### src/rtl/piso_shift_reg.sv
// Parallel-in serial-out shift register with ready/valid on both sides.
// Define PISO_PARITY_EN to append an even-parity beat after each word.
module piso_shift_reg #(
  parameter int WIDTH     = 8,
  parameter bit MSB_FIRST = 1'b1
) (
  input  logic             clk,
  input  logic             reset,
  input  logic [WIDTH-1:0] din,
  input  logic             load_valid,
  output logic             load_ready,
  input  logic             s_ready,
  output logic             s_out,
  output logic             s_valid,
  output logic             s_last,
  output logic             busy
);

  localparam int CW = $clog2(WIDTH + 1);
  localparam logic [CW-1:0] LAST_IDX = CW'(WIDTH - 1);

`ifdef PISO_PARITY_EN
  typedef enum logic [1:0] {IDLE, SHIFT, PARITY} state_t;
  logic parity_reg;
`else
  typedef enum logic [1:0] {IDLE, SHIFT} state_t;
`endif

  state_t           state_reg;
  logic [WIDTH-1:0] shreg_reg;
  logic [WIDTH-1:0] shreg_shifted;
  logic [CW-1:0]    cnt_reg;
  logic             data_bit;
  logic             beat;
  logic             load_fire;

  // One-position move toward the output end, zero-filling the far end.
  genvar gi;
  generate
    for (gi = 0; gi < WIDTH; gi++) begin : g_shift
      if (MSB_FIRST) begin : g_msb
        if (gi == 0) begin : g_fill
          assign shreg_shifted[gi] = 1'b0;
        end else begin : g_move
          assign shreg_shifted[gi] = shreg_reg[gi-1];
        end
      end else begin : g_lsb
        if (gi == WIDTH - 1) begin : g_fill
          assign shreg_shifted[gi] = 1'b0;
        end else begin : g_move
          assign shreg_shifted[gi] = shreg_reg[gi+1];
        end
      end
    end
  endgenerate

  assign data_bit   = MSB_FIRST ? shreg_reg[WIDTH-1] : shreg_reg[0];
  assign s_valid    = (state_reg != IDLE);
  assign busy       = (state_reg != IDLE);
  assign beat       = s_valid && s_ready;
  // Ready again while the final beat leaves, giving zero-bubble back-to-back frames.
  assign load_ready = (state_reg == IDLE) || (beat && s_last);
  assign load_fire  = load_valid && load_ready;

  always_comb begin
    s_out  = 1'b0;
    s_last = 1'b0;
    case (state_reg)
      SHIFT: begin
        s_out = data_bit;
`ifdef PISO_PARITY_EN
        s_last = 1'b0;
`else
        s_last = (cnt_reg == LAST_IDX);
`endif
      end
`ifdef PISO_PARITY_EN
      PARITY: begin
        s_out  = parity_reg;
        s_last = 1'b1;
      end
`endif
      default: begin
        s_out  = 1'b0;
        s_last = 1'b0;
      end
    endcase
  end

  always_ff @(posedge clk or negedge reset) begin
    if (!reset) begin
      state_reg <= IDLE;
      shreg_reg <= '0;
      cnt_reg   <= '0;
`ifdef PISO_PARITY_EN
      parity_reg <= 1'b0;
`endif
    end else if (load_fire) begin
      state_reg <= SHIFT;
      shreg_reg <= din;
      cnt_reg   <= '0;
`ifdef PISO_PARITY_EN
      parity_reg <= ^din;
`endif
    end else if (beat) begin
      case (state_reg)
        SHIFT: begin
          shreg_reg <= shreg_shifted;
          if (cnt_reg == LAST_IDX) begin
`ifdef PISO_PARITY_EN
            state_reg <= PARITY;
`else
            state_reg <= IDLE;
            cnt_reg   <= '0;
`endif
          end else begin
            cnt_reg <= cnt_reg + CW'(1);
          end
        end
`ifdef PISO_PARITY_EN
        PARITY: begin
          state_reg <= IDLE;
          cnt_reg   <= '0;
        end
`endif
        default: begin
          state_reg <= IDLE;
          cnt_reg   <= '0;
        end
      endcase
    end
  end

endmodule

### config.mk
export PLATFORM = sky130hd
export DESIGN_NAME = piso_shift_reg
export DESIGN_NICKNAME = d
export VERILOG_FILES = /design/src/rtl/piso_shift_reg.sv
export SDC_FILE = /design/constraint.sdc
export NUM_CORES = 1
export LEC_CHECK = 0
export BUFFER_PORTS_ARGS = -buffer_cell sky130_fd_sc_hd__buf_2
export CORE_UTILIZATION = 30
export CTS_BUF_LIST = sky130_fd_sc_hd__clkbuf_16
export DETAILED_ROUTE_END_ITERATION = 10
export PLACE_DENSITY = 0.52
export SYNTH_ARGS = -nofsm -noshare
export SYNTH_HDL_FRONTEND = slang
export SYNTH_SLANG_ARGS = --single-unit
### constraint.sdc
create_clock -name clk -period 1.65 [get_ports clk]
set_input_delay 0.33 -clock clk [delete_from_list [all_inputs] [get_ports clk]]
set_output_delay 0.33 -clock clk [all_outputs]
set_load 0.1 [all_outputs]
Word-level counts from Yosys, hierarchy flattened
Cells that the tools add are included.
{ "totals": {"mem_bits_rw": 0, "latch_bits": 0, "word_cells": 30, "input_bits": 12, "output_inout_bits": 5, "ff_bits": 14, "rom_bits": 0, "memories": 0} }
{ "classes": {"n_bitwise": 0, "div": 0, "shifts": 0, "eq_ne": 3, "reduce_logical": 10, "magnitude_cmp": 0, "mux": 13, "mul": 0, "addsub": 1} }
{ "ops": {"columns": ["cell", "count"], "rows": [
  ["$mux 8", 3],
  ["$mux 4", 4],
  ["$mux 2", 4],
  ["$reduce_bool 2->1", 3],
  ["$add 4x1->4 const B", 1],
  ["$eq 4x3->1 const B", 1],
  ["$reduce_and 2->1", 2],
  ["$logic_and 1x1->1", 3],
  ["$ne 3x3->1 const B", 1],
  ["$eq 2x1->1 const B", 1],
  ["$logic_not 2->1", 1],
  ["$mux 1", 2],
  ["$logic_or 1x1->1", 1]
]} }

Logic depth before layout (Yosys ltp)
Gate-level depths: netlist (run 1).
{ "logic_depth": {"ltp_word": 7, "mapped_depth": 4, "ltp_nobuf": 4} }

Least setup slack after synthesis (run 1)
Ideal clock, no wire load.
{ "synth_timing": {"kind": "flip-flop to output port", "startpoint": "register state_reg[0]", "endpoint": "output port s_last", "path_slack_ps": -608, "path_buffers": 1, "path_stages_with_launch": 3, "arrival_ps": 1928, "t_required_ps": 1320, "cell_sequence": "dfrtp_1 buf_6 and2_1"} }
{ "synth_via": {"elab_chain_cells": 2} }
{ "synth_lines": {"columns": ["item", "line", "text"], "rows": [
  ["from (decl)", "29", "state_t state_reg;"],
  ["from (signal assigned)", "92", "state_reg <= IDLE;"],
  ["from (signal assigned)", "99", "state_reg <= SHIFT;"],
  ["from (signal assigned)", "113", "state_reg <= IDLE;"],
  ["$eq 2x1->1", "68", "case (state_reg)"],
  ["$mux 1", "68", null],
  ["to (decl)", "15", "output logic s_last,"]
]} }
Every way passes these cells.

Worst setup path in the final report (run 1)
{ "layout_timing": {"startpoint": "register cnt_reg[1]", "endpoint": "output port s_last"} }
{ "layout_via": {"elab_chain_cells": 2} }
{ "layout_lines": {"columns": ["item", "line", "text"], "rows": [
  ["from (decl)", "32", "logic [CW-1:0] cnt_reg;"],
  ["from (signal assigned)", "117", "cnt_reg <= cnt_reg + CW'(1);"],
  ["$eq 4x3->1", "74", "s_last = (cnt_reg == LAST_IDX);"],
  ["$mux 1", "68", null]
]} }
Every way passes these cells.

==> results of run 1 <==
[per-layer routing]
layer  routed length [µm]  vias up  part of all wire (%)
met4                    0        0                     0
met5                    0        -                     0
li1                     -      272                     -
met3                   74        0                   4.9
met2                  772       12                    51
met1                  675      277                    44
[report_power, final]
part           leakage (nW)  switching (mW)  internal, mW  total (mW)
Combinational         0.245           0.411         0.359       0.770
Clock                0.0423           0.127         0.319       0.446
Sequential            0.167          0.0853         0.433       0.518
Total                 0.455           0.623          1.11        1.73
[layout make-up]
type | count | area (µm²) | area share (%)
inverters | 1 | 3.75 | 0.386
well taps | 27 | 33.8 | 3.47
flip-flops and latches | 13 | 327 | 33.5
repair buffers | 23 | 180 | 18.5
clock inverters | 1 | 3.75 | 0.386
clock buffers | 3 | 75.1 | 7.71
multi-input cells | 43 | 350 | 36.0
[critical path, stage by stage, from the launching register on]
cell and delay (ns):
dfrtp_1 0.37, ha_2 0.19, and3b_2 0.22, and2_4 0.16, buf_12 0.16
[per-stage QoR]
stage	power (mW)	cell area [µm²]
2_1_floorplan	0.996	681
3_3_place_gp	1.19	828
3_5_place_dp	1.20	828
4_1_cts	1.71	951
5_1_grt	1.83	973
6_report	1.73	973
[logic make-up after synthesis]
kind of cell,after synthesis
buf+inv,3
xor+xnor,1
mux,1
fa+ha+maj,1
simple gates,23
flops,13
compound gates,17
[worst max-delay path by stage]
stage                             startpoint     end  slack, ns  cells after the start
floorplan           state_reg[0]$_DFFE_PN0P_  s_last      -0.04                      2
global placement      cnt_reg[0]$_DFFE_PN0P_  s_last       0.11                      4
detailed placement    cnt_reg[0]$_DFFE_PN0P_  s_last       0.09                      4
CTS                   cnt_reg[1]$_DFFE_PN0P_  s_last     -0.009                      4
global route          cnt_reg[1]$_DFFE_PN0P_  s_last      -0.05                      4
finish                cnt_reg[1]$_DFFE_PN0P_  s_last      -0.02                      4
[cells in the final DEF (no fill, tap or decap), types with 2 or more instances in the layout]
master | Yosys | final
nand2_1 | 4 | 3
a221o_1 | 7 | 7
clkbuf_16 | 0 | 3
buf_4 | 1 | 6
nor2b_1 | 2 | 2
dfrtp_1 | 13 | 12
inv_1 | 1 | 2
buf_2 | 0 | 13
a21boi_4 | 0 | 2
buf_12 | 0 | 3
and2_1 | 10 | 8
[repair_timing]
item,4_1_cts,5_1_grt
resized for setup,2,2
hold buffers,1,0
pin swaps,2,0
setup endpoints to repair,2,10
buffers inserted,4,1
endpoints found under the hold margin,13,0
==> impl_metrics.env, run 1 <==
export IMPL_outcome="finished, violations left"
export IMPL_violations="setup timing"
export IMPL_final_period_utilization_pct=101
export IMPL_pre_cts_slack_ns=0.0860
export IMPL_clock_latency_ns=0.24
export IMPL_synth_avg_cell_area_um2=11.4
export IMPL_post_drt_wl_per_cell_um=13.7
export IMPL_ys_seq_area_share_pct=48.2
export IMPL_hp_start="din[5]"
export IMPL_layout_nets=98
export IMPL_clk_pin_slew_ns=0.04
export IMPL_drc=0
export IMPL_synth_compound_area_share_pct=22.4
export IMPL_htreeDepth=1
export IMPL_ir_drop_mv=0.988
export IMPL_use_met3_pct=5.92
export IMPL_synthMuxAreaShare_pct=2.04
export IMPL_end_kind="output port"
export IMPL_synth_top_area_share_pct=48.2
export IMPL_synthXorXnorAreaFrac_pct=1.30
export IMPL_synth_cells_most_frequent="dfrtp_1, and2_1, a221o_1, nand2_1"
export IMPL_hpwl_um=1010
export IMPL_period_needed_ns=1.67
export IMPL_synthAdderAreaFrac_pct=1.86
export IMPL_tns_ns=-0.0174
export IMPL_cap_violations=0
export IMPL_timing_rr_start="cnt_reg[1]$_DFFE_PN0P_"
export IMPL_drv_slew=0
export IMPL_syn_nets=72
export IMPL_p_per_area_nw_per_um2=1780
export IMPL_cts_tree="yes"
export IMPL_cp_max_fo=2
export IMPL_clock_path_buffers=2
export IMPL_viasPerCell=5.05
export IMPL_drive_gt1_share_pct=41.7
export IMPL_floorplan_initialDensity_pct=33.0
export IMPL_hold_viol=0
export IMPL_instances_no_fill=111
export IMPL_use_met1_pct=16.2
export IMPL_rows=16
export IMPL_drt_total_wl_um=1520
export IMPL_synth_simple_area_share_pct=20.8
export IMPL_hp_class="input port to flip-flop"
export IMPL_die_x_um=49.4
export IMPL_dp_cells=101
export IMPL_largest_register_ffs=8
export IMPL_worstSetupPathType="flip-flop to output port"
export IMPL_yosysUniqueCellTypes=27
export IMPL_cp_required_ns=1.32
export IMPL_grt_max_degree=14
export IMPL_netlist_area_um2=674
export IMPL_yosys_top_cells_area="dfrtp_1, a221o_1, and2_1"
export IMPL_port_buffers=16
export IMPL_r2r_slack_ns=0.16
export IMPL_cellLeakagePower_nw=0.455
export IMPL_dieArea_um2=2440
export IMPL_r2r_cells=6
export IMPL_async_flop_share_pct=100
export IMPL_fmax_ghz=0.600
export IMPL_fin_skew_ns=0.00178
export IMPL_cp_arrival_ns=1.34
export IMPL_cts_sinks=13
export IMPL_detail_route_iter0_violations=12
export IMPL_vias=561
export IMPL_post_route_util_pct=47.7
export IMPL_diodes=0
export IMPL_cp_start_kind="flip-flop"
export IMPL_grt_met2_usage_pct=24.9
export IMPL_tightest_slew_ns=0.449
export IMPL_timing_rr_end="shreg_reg[1]$_DFFE_PN0P_"
export IMPL_antenna_left=0
export IMPL_synth_ff_type="dfrtp_1"
export IMPL_fillers=204
export IMPL_min_path_cells=2
export IMPL_synth_top_family_by_area="compound AO/OA/AOI/OAI gates"
export IMPL_synthMostInstantiatedCell="dfrtp_1"
export IMPL_synth_edf_count=0
export IMPL_gr_usage_all_layers_pct=14.0
export IMPL_syn_to_final_growth_pct=44.3
export IMPL_synth_area_leader_cell="dfrtp_1"
export IMPL_ys_ff_latch=13
export IMPL_postLayoutSetupSlackWorst_ns=-0.0172
export IMPL_min_to="shreg_reg[5]$_DFFE_PN0P_"
export IMPL_gp_congestion=0.815
export IMPL_grt_pass1_vias=563
export IMPL_finalSetupViolations=2
export IMPL_grt_overflow=0
export IMPL_dr_pass1_iters=4
export IMPL_yosys_warnings=0
export IMPL_grt_antenna_before_repair=0
export IMPL_grt_pass1_wl_um=2520
export IMPL_numCtsBuffers=3
export IMPL_io_pins=17
export IMPL_fin_hold_ws_ns=0.316
export IMPL_top_usage_layer="met2"
export IMPL_rsz0062_at_grt="true"
export IMPL_slew_limit_headroom_pct=69.4
export IMPL_cts_root_buffer="clkbuf_16"
export IMPL_core_um2=2040
export IMPL_synth_cells=59
export IMPL_die_h_um=49.4
No activity file was read; power rests on OpenSTA's default activity.
==> inputs of run 2 (changes only) <==
- ABC_AREA: not set -> 1
- CTS_CLUSTER_DIAMETER: not set -> 60
- PLACE_DENSITY: 0.52 -> 0.51
==> run 2 against run 1 <==
- the run now ends clean
- highest routed layer is now met4
- fmax is 2.3% higher
- sequential power is 4% higher
- critical path type unchanged
- combinational power is 5.6% higher
==> impl_metrics.env, run 2 <==
export IMPL_drc=0
export IMPL_seq_power_share_pct=29.8
export IMPL_timing_rr_start="cnt_reg[1]$_DFFE_PN0P_"
export IMPL_syn_nets=111
export IMPL_dieArea_um2=2740
export IMPL_cp_required_ns=1.32
export IMPL_io_pins=17
export IMPL_synthMostInstantiatedCell="nand2_1"
export IMPL_hold_viol=0
export IMPL_die_x_um=52.4
export IMPL_fmax_ghz=0.614
export IMPL_clk_pin_slew_ns=0.05
export IMPL_worst_path_buf_inv=1
export IMPL_slowest_stage="dfrtp_1"
export IMPL_synth_top_area_share_pct=42.8
export IMPL_min_path_cells=3
export IMPL_synth_top_family_by_area="simple AND/OR/NAND/NOR gates"
export IMPL_cp_arrival_ns=1.30
export IMPL_fillers=238
export IMPL_rows=17
export IMPL_report_power_total_mw=1.80
export IMPL_ys_ff_latch=13
export IMPL_final_period_utilization_pct=98.8
export IMPL_crit_start="cnt_reg[1]$_DFFE_PN0P_"
export IMPL_yosysUniqueCellTypes=19
export IMPL_cp_max_fo=3
export IMPL_vias=674
export IMPL_cellLeakagePower_nw=0.565
export IMPL_synthAdderAreaFrac_pct=1.64
export IMPL_worst_path_stages=4
export IMPL_core_um2=2300
export IMPL_htreeDepth=1
export IMPL_period_needed_ns=1.63
export IMPL_layout_nets=136
export IMPL_synth_simple_area_share_pct=33.9
export IMPL_numCtsBuffers=3
export IMPL_yosys_warnings=0
export IMPL_synth_compound_area_share_pct=5.76
export IMPL_use_met1_pct=18.7
export IMPL_ys_seq_area_share_pct=42.8
export IMPL_synth_ff_type="dfrtp_1"
export IMPL_rsz0062_at_grt="true"
export IMPL_port_buffers=16
export IMPL_outcome="finished, final reports clean"
export IMPL_async_flop_share_pct=100
export IMPL_diodes=0
export IMPL_p_per_area_nw_per_um2=1690
export IMPL_switchingPower_uw=728
export IMPL_final_area_um2=1070
export IMPL_yosys_top_cells_area="dfrtp_1, nand2_1, inv_1"
export IMPL_end_kind="output port"
export IMPL_synthXorXnorAreaFrac_pct=1.15
export IMPL_crit_chain="ha_4 -> nand3_4 -> o21ai_4 -> buf_12"
export IMPL_postLayoutSetupSlackWorst_ns=0.0206
export IMPL_grt_pass1_wl_um=2910
export IMPL_drt_total_wl_um=1680
export IMPL_cpPeakStageDelay_ns=0.40
export IMPL_syn_to_final_growth_pct=40.3
export IMPL_p_sw_share_pct=40.3
export IMPL_grt_met2_usage_pct=23.2
export IMPL_synth_edf_count=0
export IMPL_top_usage_layer="met2"
export IMPL_cap_violations=0
export IMPL_synthMuxAreaShare_pct=0
export IMPL_drv_slew=0
export IMPL_crit_family="flip-flops"
export IMPL_largest_register_ffs=8
export IMPL_fin_skew_ns=0.00468
export IMPL_grt_antenna_before_repair=0
export IMPL_final_cell_mix="nand2_1, inv_1, buf_2, dfrtp_1, nand3_1"
export IMPL_slew_limit_headroom_pct=67.9
export IMPL_post_drt_wl_per_cell_um=11.2
export IMPL_finalSetupViolations=0
export IMPL_r2r_cells=7
export IMPL_drive_gt1_share_pct=32.8
export IMPL_cp_start_kind="flip-flop"
export IMPL_clock_latency_ns=0.24
export IMPL_grt_pass1_vias=679
export IMPL_post_route_util_pct=46.5
export IMPL_detail_route_iter0_violations=14
export IMPL_gp_congestion=0.762
export IMPL_netlist_area_um2=761
export IMPL_final_common_cell="nand2_1"
export IMPL_ir_drop_mv=0.741
export IMPL_hpwl_um=1220
export IMPL_dr_pass1_iters=3
export IMPL_die_h_um=52.4
export IMPL_synth_cells_most_frequent="nand2_1, inv_1, dfrtp_1, nand3_1, nand4_1"
export IMPL_use_met3_pct=4.35
export IMPL_pre_cts_slack_ns=0.153
export IMPL_viasPerCell=4.49
export IMPL_gr_usage_all_layers_pct=15.0
export IMPL_grt_max_degree=14
export IMPL_cts_root_buffer="clkbuf_16"
export IMPL_synth_area_leader_cell="dfrtp_1"
export IMPL_hp_start="load_valid"
export IMPL_postPlaceCellArea_um2=931
export IMPL_p_int_mw=1.08
export IMPL_grt_overflow=0
export IMPL_synth_avg_cell_area_um2=7.76
export IMPL_hp_class="input port to flip-flop"
export IMPL_worstSetupPathType="flip-flop to output port"
export IMPL_clock_path_buffers=2
export IMPL_floorplan_initialDensity_pct=33.1
export IMPL_synth_cells=98
export IMPL_cts_tree="yes"
export IMPL_p_comb_share_pct=45.1
export IMPL_tightest_slew_ns=0.484
export IMPL_clockPowerShare_pct=25.1
export IMPL_cts_sinks=13
export IMPL_antenna_left=0
==> run 2: cell types whose count changed after synthesis, sizes merged, moves of 3 or more <==
cell / delta
and2: -10
nand4: +7
nand3: +12
nand2: +25
inv: +19
o21ai: +3
a221o: -7
==> run 2: cells by family (layout without fill, tap and decap cells) <==
logic type | count (synthesis) | in the layout
compound gates | 7 | 7
xor+xnor | 1 | 1
fa+ha+maj | 1 | 1
buf+inv | 24 | 48
flops | 13 | 13
simple gates | 52 | 52
==> run 2: worst reg2reg max path: cells and delay by family, from the launching register on <==
family / cells / cell delay [ns]
adders and majority gates: 1 / 0.18
DFF: 1 / 0.40
and+or+nand+nor: 5 / 0.50
buffers and inverters: 1 / 0.17
==> run 2: layer usage <==
metal,vias up,part of all wire (%)
li1,355,-
met1,300,50
met2,14,44
met3,5,3.3
met4,0,1.8
met5,-,0
==> run 2: power by group through the flow <==
stage / registers (mW) / logic (mW) / clock network [mW]
6_report: 0.538 / 0.813 / 0.453
5_1_grt: 0.554 / 0.887 / 0.485
4_1_cts: 0.539 / 0.806 / 0.466
3_5_place_dp: 0.539 / 0.739 / 0
3_3_place_gp: 0.533 / 0.723 / 0
2_1_floorplan: 0.535 / 0.551 / 0
==> run 2: per-stage QoR <==
stage	hold WS, ns	TNS, ns	instances
4_1_cts	0.327	0	148
5_1_grt	0.340	-0.0180	150
2_1_floorplan	0.0344	-0.00407	98
6_report	0.324	0	150
3_3_place_gp	0.246	0	140
3_5_place_dp	0.242	0	140
==> run 2: path summary, 6_finish.rpt <==
path	to	slack, ns
max	load_ready	0.02
min reg2reg	shreg_reg[6]$_DFFE_PN0P_	0.48
max in group asynchronous	state_reg[0]$_DFFE_PN0P_	0.88
min in group asynchronous	shreg_reg[2]$_DFFE_PN0P_	0.51
max reg2reg	cnt_reg[1]$_DFFE_PN0P_	0.30
min	state_reg[0]$_DFFE_PN0P_	0.32
==> run 2: area by class of cell <==
class                      instances  area (µm²)  share of cell area, %
sequential                        13         329                   30.8
clock buffer                       3        75.1                   7.03
clock inverter                     1        3.75                  0.352
tap                               28        35.0                   3.28
timing repair buffer              24         188                   17.6
multi-input combinational         61         358                   33.5
inverter                          20        78.8                   7.39
==> run 2: repair_timing <==
item | in CTS | in global routing
hold endpoints to repair | 13 | 0
pin swaps | 3 | 1
buffers inserted | 3 | 2
endpoints found under the setup margin | 2 | 1
hold buffers | 1 | 0
gates resized for setup | 1 | 0
==> inputs of run 3 (changes only) <==
- PLACE_DENSITY: 0.51 -> 0.53
- clock period: 1.65 -> 1.49 ns (I/O delays scaled with it)
==> run 3 against run 2 <==
- the flow now finishes with violations (setup timing)
- total power grew 15%
- hold slack lost 0.043 ns
- clock power grew 11%
- count of clock-buffer cells in the layout is the same
- critical endpoint unchanged
- largest power group unchanged
- highest routed layer unchanged
==> impl_metrics.env, run 3 (synthesis results as in run 2) <==
export IMPL_multiInputGateArea_um2=369
export IMPL_instances_no_fill=154
export IMPL_layout_nets=140
export IMPL_p_comb_share_pct=47.3
export IMPL_r2r_cells=9
export IMPL_die_h_um=52.4
export IMPL_gp_congestion=0.759
export IMPL_dieArea_um2=2740
export IMPL_cellLeakagePower_nw=0.600
export IMPL_p_sw_share_pct=39.7
export IMPL_rows=17
export IMPL_p_per_area_nw_per_um2=1820
export IMPL_hp_class="input port to flip-flop"
export IMPL_clock_path_buffers=2
export IMPL_port_buffers=16
export IMPL_p_int_mw=1.25
export IMPL_grt_antenna_before_repair=0
export IMPL_cp_start_kind="flip-flop"
export IMPL_min_to="state_reg[0]$_DFFE_PN0P_"
export IMPL_dp_cells=140
export IMPL_dr_wl_met2_um=782
export IMPL_worstSetupPathType="flip-flop to output port"
export IMPL_vias=702
export IMPL_report_power_total_mw=2.07
export IMPL_final_cell_mix="nand2_1, inv_1, dfrtp_1, buf_2, buf_4"
export IMPL_pre_cts_slack_ns=0.0839
export IMPL_floorplan_initialDensity_pct=33.1
export IMPL_viasPerCell=4.56
export IMPL_min_path_cells=3
export IMPL_final_period_utilization_pct=105
export IMPL_numCtsBuffers=3
export IMPL_period_needed_ns=1.56
export IMPL_post_drt_wl_per_cell_um=10.9
export IMPL_grt_pass1_wl_um=2900
export IMPL_grt_max_degree=14
export IMPL_timing_rr_end="shreg_reg[5]$_DFFE_PN0P_"
export IMPL_ir_drop_mv=0.917
export IMPL_cap_violations=0
export IMPL_fmax_ghz=0.642
export IMPL_final_common_cell="nand2_1"
export IMPL_seqCellArea_um2=329
export IMPL_drc=0
export IMPL_r2r_slack_ns=0.08
export IMPL_core_um2=2300
export IMPL_route_met3_wl_um=71
export IMPL_slew_limit_headroom_pct=79.1
export IMPL_timing_rr_start="cnt_reg[0]$_DFFE_PN0P_"
export IMPL_clockPowerShare_pct=24.3
export IMPL_seq_power_share_pct=28.5
export IMPL_end_kind="output port"
export IMPL_wl_met1_um=785
export IMPL_grt_overflow=0
export IMPL_finalSetupViolations=1
export IMPL_switchingPower_uw=824
export IMPL_rsz0062_at_grt="true"
export IMPL_postLayoutSetupSlackWorst_ns=-0.0684
export IMPL_io_pins=17
export IMPL_antenna_left=0
export IMPL_detail_route_iter0_violations=11
export IMPL_cts_tree="yes"
export IMPL_syn_to_final_growth_pct=50.0
export IMPL_routed_top_layer="met4"
export IMPL_hp_start="load_valid"
export IMPL_dr_pass1_iters=4
export IMPL_largest_register_ffs=8
export IMPL_postPlaceCellArea_um2=976
export IMPL_cp_max_fo=3
export IMPL_grt_pass1_vias=648
export IMPL_violations="setup timing"
export IMPL_die_x_um=52.4
export IMPL_cts_root_buffer="clkbuf_16"
export IMPL_hpwl_um=1120
export IMPL_gr_usage_all_layers_pct=15.2
export IMPL_htreeDepth=1
export IMPL_fin_skew_ns=0.00201
export IMPL_hold_viol=0
export IMPL_clk_pin_slew_ns=0.05
export IMPL_cp_required_ns=1.19
export IMPL_cp_arrival_ns=1.26
export IMPL_diodes=0
export IMPL_tightest_slew_ns=0.313
export IMPL_drive_gt1_share_pct=35.7
export IMPL_fillers=225
export IMPL_drv_slew=0
export IMPL_drt_total_wl_um=1670
export IMPL_outcome="finished, violations left"
export IMPL_final_area_um2=1140
export IMPL_cts_sinks=13
export IMPL_clock_latency_ns=0.24
run 3: cell types whose count changed in the layout (fill, tap and decap cells not counted):
cell,before,now
nand2_4,1,0
buf_2,13,11
buf_4,7,11
inv_4,0,1
nand2_8,0,1
inv_2,4,3
nand2_1,27,26
buf_12,3,5
nand2_2,1,2
run 3: how the worst max path moves through the flow:
stage | endpoint | startpoint
2_1_floorplan | s_last | state_reg[0]$_DFFE_PN0P_
3_3_place_gp | load_ready | cnt_reg[0]$_DFFE_PN0P_
3_5_place_dp | load_ready | cnt_reg[1]$_DFFE_PN0P_
4_1_cts | load_ready | cnt_reg[0]$_DFFE_PN0P_
5_1_grt | load_ready | cnt_reg[0]$_DFFE_PN0P_
6_report | load_ready | cnt_reg[0]$_DFFE_PN0P_
run 3: final cells by class:
class	count	area share (%)
clock buffers	3	6.58
clock inverters	1	0.329
inverters	20	7.13
multi-input cells	61	32.3
flip-flops and latches	13	28.8
well taps	28	3.07
repair buffers	28	21.7
run 3: critical path, cell delays in order (launching register included):
cell,delay [ns]
dfrtp_1,0.39
ha_4,0.17
nand3_4,0.09
o21ai_4,0.18
buf_12,0.19
run 3: repair_timing:
item / 4_1_cts / 5_1_grt
setup endpoints to repair: 3 / 3
pin swaps: 2 / 1
gates resized for setup: 0 / 1
hold buffers: 1 / 0
setup buffers: 5 / 4
endpoints found under the hold margin: 13 / 0
run 3: power by group through the flow:
stage               clock network (mW)  logic (mW)  registers [mW]
floorplan                            0       0.626           0.606
CTS                              0.525       0.929           0.593
finish                           0.503       0.981           0.590
detailed placement                   0       0.845           0.612
global placement                     0       0.835           0.608
global route                     0.550        1.08           0.611
run 3: through the flow:
stage                     setup TNS (ns)  hold WS, ns  util, %
after floorplan                   -0.392      0.00241        -
after global placement                 0        0.206     42.5
after detailed placement               0        0.208     42.5
after CTS                        -0.0936        0.281     48.0
after global routing              -0.219        0.281     49.7
final                            -0.0684        0.281     49.7
run 3: routing by layer:
layer  GRT usage (%)  vias to the layer above
li1                -                      370
met3            5.22                        4
met2            23.0                       17
met4            7.89                        0
met1            18.7                      311
met5               0                        -
